[src/rtl/hazard_scoreboard.sv]
// Per-register in-flight scoreboard for the in-order pipeline: decides D->X issue
// and registers the X-stage operand forwarding selects.
module hazard_scoreboard #(
  parameter int unsigned NUM_REGS  = 32,
  parameter int unsigned ADDR_W    = 5,
  parameter int unsigned WB_STAGE  = 3,
  parameter int unsigned STG_W     = 2,
  parameter bit          RF_BYPASS = 1'b0,
  parameter int unsigned PERF_W    = 32
) (
  input  logic                clk_i,
  input  logic                rst_ni,
  input  logic                issue_valid_i,
  input  logic [ADDR_W-1:0]   issue_rd_i,
  input  logic                issue_rd_wr_i,
  input  logic [STG_W-1:0]    issue_lat_i,
  input  logic [ADDR_W-1:0]   rs1_addr_i,
  input  logic [ADDR_W-1:0]   rs2_addr_i,
  input  logic                rs1_used_i,
  input  logic                rs2_used_i,
  input  logic                flush_i,
  input  logic                hold_i,
  output logic                stall_o,
  output logic [STG_W-1:0]    fwd_rs1_x_o,
  output logic [STG_W-1:0]    fwd_rs2_x_o,
  output logic [NUM_REGS-1:0] busy_vec_o,
  output logic [PERF_W-1:0]   stall_cycles_o
);

  localparam logic [STG_W-1:0] WB  = STG_W'(WB_STAGE);
  localparam logic [STG_W-1:0] ONE = STG_W'(1);

  logic [NUM_REGS-1:0] busy_q, busy_d;
  logic [STG_W-1:0]    age_q [NUM_REGS];
  logic [STG_W-1:0]    age_d [NUM_REGS];
  logic [STG_W-1:0]    lat_q [NUM_REGS];
  logic [STG_W-1:0]    lat_d [NUM_REGS];
  logic [STG_W-1:0]    fwd1_q, fwd1_d, fwd2_q, fwd2_d;
  logic [PERF_W-1:0]   cnt_q, cnt_d;

  logic [ADDR_W-1:0]   src_addr [2];
  logic [1:0]          src_used;
  logic [1:0]          haz;
  logic [STG_W-1:0]    sel [2];
  logic [STG_W-1:0]    lat_clamp;
  logic                issue;
  logic                alloc;

  assign src_addr[0] = rs1_addr_i;
  assign src_addr[1] = rs2_addr_i;
  assign src_used    = {rs2_used_i, rs1_used_i};

  // Source lookup: only the youngest producer is ever tracked per register.
  always_comb begin
    for (int unsigned s = 0; s < 2; s++) begin
      haz[s] = 1'b0;
      sel[s] = '0;
      if (src_used[s] && (src_addr[s] != '0) && (32'(src_addr[s]) < NUM_REGS)
          && busy_q[src_addr[s]]) begin
        if (age_q[src_addr[s]] < lat_q[src_addr[s]]) begin
          haz[s] = 1'b1;
        end else if (age_q[src_addr[s]] == WB) begin
          haz[s] = !RF_BYPASS;
        end else begin
          sel[s] = age_q[src_addr[s]] + ONE;
        end
      end
    end
  end

  always_comb begin
    if (issue_lat_i == '0) begin
      lat_clamp = ONE;
    end else if (issue_lat_i > WB) begin
      lat_clamp = WB;
    end else begin
      lat_clamp = issue_lat_i;
    end
  end

  assign stall_o = rst_ni & issue_valid_i & (|haz) & ~flush_i;
  assign issue   = issue_valid_i & ~stall_o & ~hold_i & ~flush_i;
  assign alloc   = issue & issue_rd_wr_i & (issue_rd_i != '0)
                   & (32'(issue_rd_i) < NUM_REGS);

  // Aging runs first so a same-cycle allocation overrides a retire of that rd.
  always_comb begin
    busy_d = busy_q;
    age_d  = age_q;
    lat_d  = lat_q;
    fwd1_d = fwd1_q;
    fwd2_d = fwd2_q;
    cnt_d  = cnt_q;
    if (!hold_i) begin
      for (int unsigned r = 1; r < NUM_REGS; r++) begin
        if (busy_q[r]) begin
          if (age_q[r] == WB) begin
            busy_d[r] = 1'b0;
            age_d[r]  = '0;
            lat_d[r]  = '0;
          end else begin
            age_d[r] = age_q[r] + ONE;
          end
        end
      end
      if (alloc) begin
        busy_d[issue_rd_i] = 1'b1;
        age_d[issue_rd_i]  = ONE;
        lat_d[issue_rd_i]  = lat_clamp;
      end
      fwd1_d = issue ? sel[0] : '0;
      fwd2_d = issue ? sel[1] : '0;
      if (stall_o && (cnt_q != '1)) begin
        cnt_d = cnt_q + PERF_W'(1);
      end
    end
  end

  always_ff @(posedge clk_i) begin
    if (!rst_ni) begin
      busy_q <= '0;
      age_q  <= '{default: '0};
      lat_q  <= '{default: '0};
      fwd1_q <= '0;
      fwd2_q <= '0;
      cnt_q  <= '0;
    end else begin
      busy_q <= busy_d;
      age_q  <= age_d;
      lat_q  <= lat_d;
      fwd1_q <= fwd1_d;
      fwd2_q <= fwd2_d;
      cnt_q  <= cnt_d;
    end
  end

  assign fwd_rs1_x_o    = fwd1_q;
  assign fwd_rs2_x_o    = fwd2_q;
  assign busy_vec_o     = busy_q;
  assign stall_cycles_o = cnt_q;

endmodule

[config.mk]
export PLATFORM = sky130hd
export DESIGN_NAME = hazard_scoreboard
export DESIGN_NICKNAME = d
export VERILOG_FILES = /design/src/rtl/hazard_scoreboard.sv
export SDC_FILE = /design/constraint.sdc
export NUM_CORES = 1
export LEC_CHECK = 0
export BUFFER_PORTS_ARGS = -buffer_cell sky130_fd_sc_hd__buf_2
export CORE_MARGIN = 2
export CORE_UTILIZATION = 55
export DETAILED_ROUTE_END_ITERATION = 12
export PLACE_DENSITY = 0.74
export SYNTH_ARGS = -nofsm -noshare
export SYNTH_HDL_FRONTEND = slang
export SYNTH_SLANG_ARGS = --single-unit
[constraint.sdc]
create_clock -name clk_i -period 7.62 [get_ports clk_i]
set_input_delay 1.524 -clock clk_i [delete_from_list [all_inputs] [get_ports clk_i]]
set_output_delay 1.524 -clock clk_i [all_outputs]
set_load 0.005 [all_outputs]
==> impl_metrics.yaml, run 1 <==
logic_synthesis:
  ys_top_cells_by_area: "dfxtp_1 33%, mux4_2 13%, mux2i_1 6.4%, a21oi_1 4.1%, nand2_1 4.1%"
  synth_ff_type: "dfxtp_1"
  async_flop_share: 0
  synth_area_leader_cell: "dfxtp_1"
  syn_area_per_cell_um2: 9.07
  synth_area_um2: 11900
  yosysUniqueCellTypes: 74
  yosysMostFrequentCell: "dfxtp_1"
  synthTopCellsByCount: "196 x dfxtp_1, 130 x nand2_1, 98 x a21oi_1"
  ys_seq_area_frac: 0.330
  synth_edf_count: 0
  yosysWarnings: 0
  synth_top_area_frac: 0.330
  syn_inst: 1311
  synth_nets: 1372
  synth-seq-cells: 196
clocking:
  cts_tree: "yes"
  cts.sinks: 196
  cts_resized: 0
  path_clk_slew_ns: 0.07
  cts_hold_buf: 0
  clk_latency_ns: 0.44
  cts_setup_buffers: 0
  htreeDepth: 4
  cts_buffers: 17
  clockRootBuffer: "clkbuf_16"
  clockBufferDepth: 2
worst_setup_path:
  critPathRequiredTime_ns: 6.10
  cp-end-kind: "output port"
  worstPathCellList: "buf_2 -> buf_4 -> mux2_2 -> a21oi_1 -> o31ai_1 -> o22ai_1 -> nor2_1 -> a21oi_1 -> ha_1 -> o21ai_1 -> a21oi_1 -> o32a_4 -> or2_4 -> inv_2 -> buf_2"
  r2r_end: "lat_q[11]"
  cp_slowest_cell: "buf_2"
  critPathArrivalTime_ns: 5.05
  crit_type: "in2out"
  slowest_delay_ns: 0.46
  reg2regPathDepth: 11
  cp.buffers_inverters: 4
  rrSetupSlack_ns: 3.65
  cp-start-kind: "input port"
  crit_family: "buffers and inverters"
  regToRegStartpoint: "age_q[15]"
  cp_max_fo: 24
  crit_top_cell: "a21oi_1"
route:
  drt_pass1_iterations: 5
  drc_errors: 0
  drt_iter0_markers: 1289
  via_count: 10928
  post_drt_wl_per_cell_um: 23.4
  antenna_left: 0
  drt_wl_total_um: 38400
  vias_per_cell: 6.67
timing:
  max_freq_mhz: 152
  finalSetupViolCount: 0
  final.setup_skew_ns: 0.0108
  finalMaxSlewViolations: 0
  period_minus_slack_ns: 6.57
  period_share: 0.863
  fin_tns_setup_ns: 0
  hold_viol_final: 0
  whs_ns: 0.475
  worst_slew_pin_slew_ns: 1.05
  rsz0062_at_grt: "false"
  relSlewSlack: 0.295
status:
  run_status: "finished, final reports clean"
power:
  power.leakage_nw: 4.81
  p_per_area_nw_per_um2: 162
  peakVddDrop_mv: 0.137
grt:
  grt_pass1_vias: 10017
  grt_max_degree: 62
  grtUsageTotal: 0.347
  grt-ovfl-total: 0
  grt_pass1_wl_um: 59300
  grt_antenna_before_repair: 0
floorplan:
  die_w_um: 151
  rows: 53
  die_h_um: 151
  coreArea_um2: 21100
  dieArea_um2: 22800
  initial_core_util: 0.564
  ioPinCount: 94
min_path:
  hold_class: "reg2reg"
  hold_start: "fwd_rs2_x_o[0]"
  hold_depth: 2
  hold-path-endpoint: "fwd_rs2_x_o[0]"
placement:
  portBuffers: 93
  gp_congestion: 1.02
  hpwl_um: 28500
layout:
  nets: 1411
  syn2layout_area_growth_pct: 9.05
  fill_cells: 1822
  drive_above_1_share: 0.191
  regArea_um2: 3920
  multi_input_area_um2: 7270
  antenna_cells_inserted: 0
  utilization: 0.615
job:
  max-cap-violations: 0
==> cell usage in the layout (no fill, tap or decap), types with 6 or more instances in the layout <==
cell type,count
o221ai_1,20
buf_4,14
a21o_1,8
nor3_1,23
or2_1,6
nor2b_1,36
dfxtp_1,196
or3_1,12
buf_2,92
nand4_1,12
inv_1,73
ha_1,36
mux2_2,23
or2_2,6
o21ai_0,62
nand2_1,130
a31o_2,6
mux2i_1,76
clkbuf_16,17
nor2_1,81
a31oi_1,16
mux4_2,70
a21oi_1,98
nand3_1,52
nand2b_1,17
o2bb2ai_1,8
o22ai_1,38
and2_1,14
xnor2_1,9
and3_1,22
o211ai_1,9
==> final cells by class <==
cell class,instances,share of cell area
clock buffer,21,0.0355
clock inverter,11,0.00898
inverter,75,0.0217
multi-input combinational,954,0.561
sequential,196,0.303
tap,275,0.0265
timing repair buffer,106,0.0436
==> where the power goes <==
group	switching [mW]	total, mW	leakage, nW	internal (mW)
logic	0.121	0.171	2.96	0.0507
registers	0.00234	1.03	1.58	1.02
clock network	0.427	0.904	0.279	0.477
total	0.550	2.10	4.81	1.55
==> state kept, by name (all words and copies together), names as in the netlist <==
signal	flops
stall_cycles_o	32
fwd_rs1_x_o	2
busy_vec_o	32
fwd_rs2_x_o	2
age_q	64
lat_q	64
==> per-stage QoR <==
step	setup WS [ns]	total power, mW	instances	instance area [µm²]
global route	0.767	2.16	1638	13000
finish	1.05	2.10	1638	13000
CTS	1.08	2.10	1638	13000
detailed placement	1.09	1.22	1606	12400
global placement	1.13	1.22	1606	12400
floorplan	1.27	1.17	1311	11900
==> worst reg2reg max path, stage by stage, from the launching register on <==
cell     delay (ns)
dfxtp_1        0.39
mux4_2         0.50
mux4_2         0.50
mux2_2         0.30
ha_1           0.28
o21ai_1        0.07
a21oi_1        0.20
o32a_4         0.33
or2_4          0.18
buf_4          0.43
nand3_1        0.36
a41o_1         0.32
==> per-layer routing <==
layer | up-vias | part of all wire | global-route usage
li1 | 4922 | - | -
met2 | 710 | 0.44 | 0.529
met3 | 131 | 0.11 | 0.0687
met1 | 5165 | 0.39 | 0.470
met4 | 0 | 0.058 | 0.179
met5 | - | 0 | 0
==> how the worst max path moves through the flow <==
stage                              from      end  slack [ns]  cells after the start
after CTS                 rs1_addr_i[0]  stall_o        1.08                     15
after floorplan           rs2_addr_i[0]  stall_o        1.27                     17
final                     rs1_addr_i[0]  stall_o        1.05                     15
after global placement    rs2_addr_i[0]  stall_o        1.13                     14
after detailed placement  rs1_addr_i[0]  stall_o        1.09                     15
after global routing      rs1_addr_i[0]  stall_o        0.77                     15
==> cells by family (layout without fill, tap and decap cells) <==
kind of cell,count (synthesis),after routing,synth area share
compound gates,302,302,0.163
buf+inv,161,213,0.0588
simple gates,437,437,0.183
xor+xnor,9,9,0.00663
fa+ha+maj,36,36,0.0379
mux,170,170,0.221
flops,196,196,0.330
Note: power is estimated with default switching activity, not from simulation.
==> run 2, diff against run 1 <==
--- a/config.mk
+++ b/config.mk
@@ -6,6 +6,7 @@
 export NUM_CORES = 1
 export LEC_CHECK = 0
 export BUFFER_PORTS_ARGS = -buffer_cell sky130_fd_sc_hd__buf_2
+export CORE_ASPECT_RATIO = 1.2
 export CORE_MARGIN = 2
 export CORE_UTILIZATION = 55
 export DETAILED_ROUTE_END_ITERATION = 12
==> run 2 against run 1 <==
Total power grew 0.49%. Clock skew grew 0.0018 ns. Die area is essentially flat. Sequential cell count is the same. Critical path depth shrank 4. Count of clock-buffer cells in the layout shrank 4. Core utilization shrank 0.19 points. Register-to-register slack is essentially flat. Combinational power is essentially flat. Sequential share of layout area is essentially flat. Hold slack lost 0.010 ns. Largest power group unchanged.
==> impl_metrics.yaml, run 2 (same netlist as run 1, synthesis figures left out) <==
clocking:
  cts_hold_buf: 0
  clockRootBuffer: "clkbuf_16"
  clk_latency_ns: 0.44
  cts_buffers: 17
  clockBufferDepth: 2
  cts_tree: "yes"
  cts_setup_buffers: 0
  htreeDepth: 4
  path_clk_slew_ns: 0.07
  cts_resized: 0
  cts.sinks: 196
timing:
  hold_viol_final: 0
  finalMaxSlewViolations: 0
  period_share: 0.885
  final.setup_skew_ns: 0.0126
  finalSetupViolCount: 0
  relSlewSlack: 0.157
  worst_slew_pin_slew_ns: 1.25
  rsz0062_at_grt: "false"
  period_minus_slack_ns: 6.75
  fin_tns_setup_ns: 0
  max_freq_mhz: 148
floorplan:
  rows: 58
  coreArea_um2: 21100
  ioPinCount: 94
  die_h_um: 165
  die_w_um: 138
  initial_core_util: 0.563
  dieArea_um2: 22800
worst_setup_path:
  worstSetupStartpoint: "rs1_addr_i[0]"
  cp_max_fo: 36
  cp-start-kind: "input port"
  regToRegStartpoint: "lat_q[51]"
  reg2regPathDepth: 12
  critPathRequiredTime_ns: 6.10
  critPathArrivalTime_ns: 5.22
  r2r_end: "lat_q[6]"
  critPathCapture: "stall_o"
  cp-end-kind: "output port"
  rrSetupSlack_ns: 3.65
  crit_type: "in2out"
layout:
  antenna_cells_inserted: 0
  syn2layout_area_growth_pct: 8.87
  layout_common_cells: "196 x dfxtp_1, 130 x nand2_1, 98 x a21oi_1"
  regArea_um2: 3920
  multi_input_area_um2: 7270
  nets: 1409
  layout_commonest_cell: "dfxtp_1"
  drive_above_1_share: 0.191
  largest_registers: "age_q: 64 flops, lat_q: 64 flops"
  fill_cells: 1805
power:
  p_total_mw: 2.11
  p_per_area_nw_per_um2: 163
  power.leakage_nw: 4.81
  peakVddDrop_mv: 0.147
placement:
  hpwl_um: 28200
  portBuffers: 93
  gp_congestion: 0.994
route:
  drt_iter0_markers: 1184
  drt_wl_total_um: 38300
  drc_errors: 0
  post_drt_wl_per_cell_um: 23.5
  vias_per_cell: 6.68
  antenna_left: 0
  via_count: 10891
  drt_pass1_iterations: 6
grt:
  grt_pass1_vias: 10301
  grt_pass1_wl_um: 59000
  grt_antenna_before_repair: 1
  grt_max_degree: 63
  grtUsageTotal: 0.335
  grt-ovfl-total: 0
status:
  run_status: "finished, final reports clean"
min_path:
  hold_class: "reg2reg"
job:
  max-cap-violations: 0
[run 2: cell types whose count changed in the layout (fill, tap and decap cells not counted), sizes merged]
cell      delta
clkbuf       -4
buf          -2
clkinv       +2
bufinv       +1
clkinvlp     -1
inv          +1
[run 2: per-layer routing]
metal	GRT usage	share of wire	vias to the layer above
li1	-	-	4911
met1	0.411	0.38	5187
met2	0.545	0.46	635
met3	0.0701	0.093	156
met4	0.208	0.068	2
met5	0	0.00034	-
[run 2: worst min-delay path by stage]
stage | end | from | depth (start not counted)
CTS | fwd_rs2_x_o[1] | fwd_rs2_x_o[1] | 2
global route | lat_q[17] | lat_q[17] | 2
global placement | fwd_rs1_x_o[1] | fwd_rs1_x_o[1] | 2
detailed placement | lat_q[5] | lat_q[5] | 2
floorplan | lat_q[17] | lat_q[17] | 2
finish | fwd_rs2_x_o[1] | fwd_rs2_x_o[1] | 2
[run 2: metrics by stage]
stage,util,setup WS [ns],instance area (µm²),hold slack (ns),std cells
after floorplan,-,1.27,11900,0.436,1311
after global placement,0.586,0.929,12400,0.450,1599
after detailed placement,0.586,0.881,12400,0.454,1599
after CTS,0.613,0.883,12900,0.469,1630
after global routing,0.613,0.710,12900,0.486,1630
final,0.613,0.875,12900,0.465,1630
[run 2: report_power, final]
part	internal, mW	leakage, nW	switching (mW)	total, mW
registers	1.02	1.58	0.00233	1.03
clock network	0.488	0.286	0.427	0.915
logic	0.0502	2.95	0.121	0.171
total	1.56	4.81	0.550	2.11
[run 2: area by class of cell]
class / count / share of cell area
Multi-Input combinational cell: 954 / 0.562
Sequential cell: 196 / 0.303
Timing Repair Buffer: 104 / 0.0425
Clock buffer: 17 / 0.0329
Tap cell: 270 / 0.0261
Inverter: 75 / 0.0218
Clock inverter: 14 / 0.0117
[run 2: worst max-delay path: stages]
cell and delay [ns]:
buf_2 0.78, mux4_2 0.62, mux4_2 0.51, mux2_2 0.30, ha_1 0.29, o21ai_1 0.10, a21oi_1 0.11, o32a_4 0.32
or2_4 0.30, inv_2 0.19, buf_2 0.17
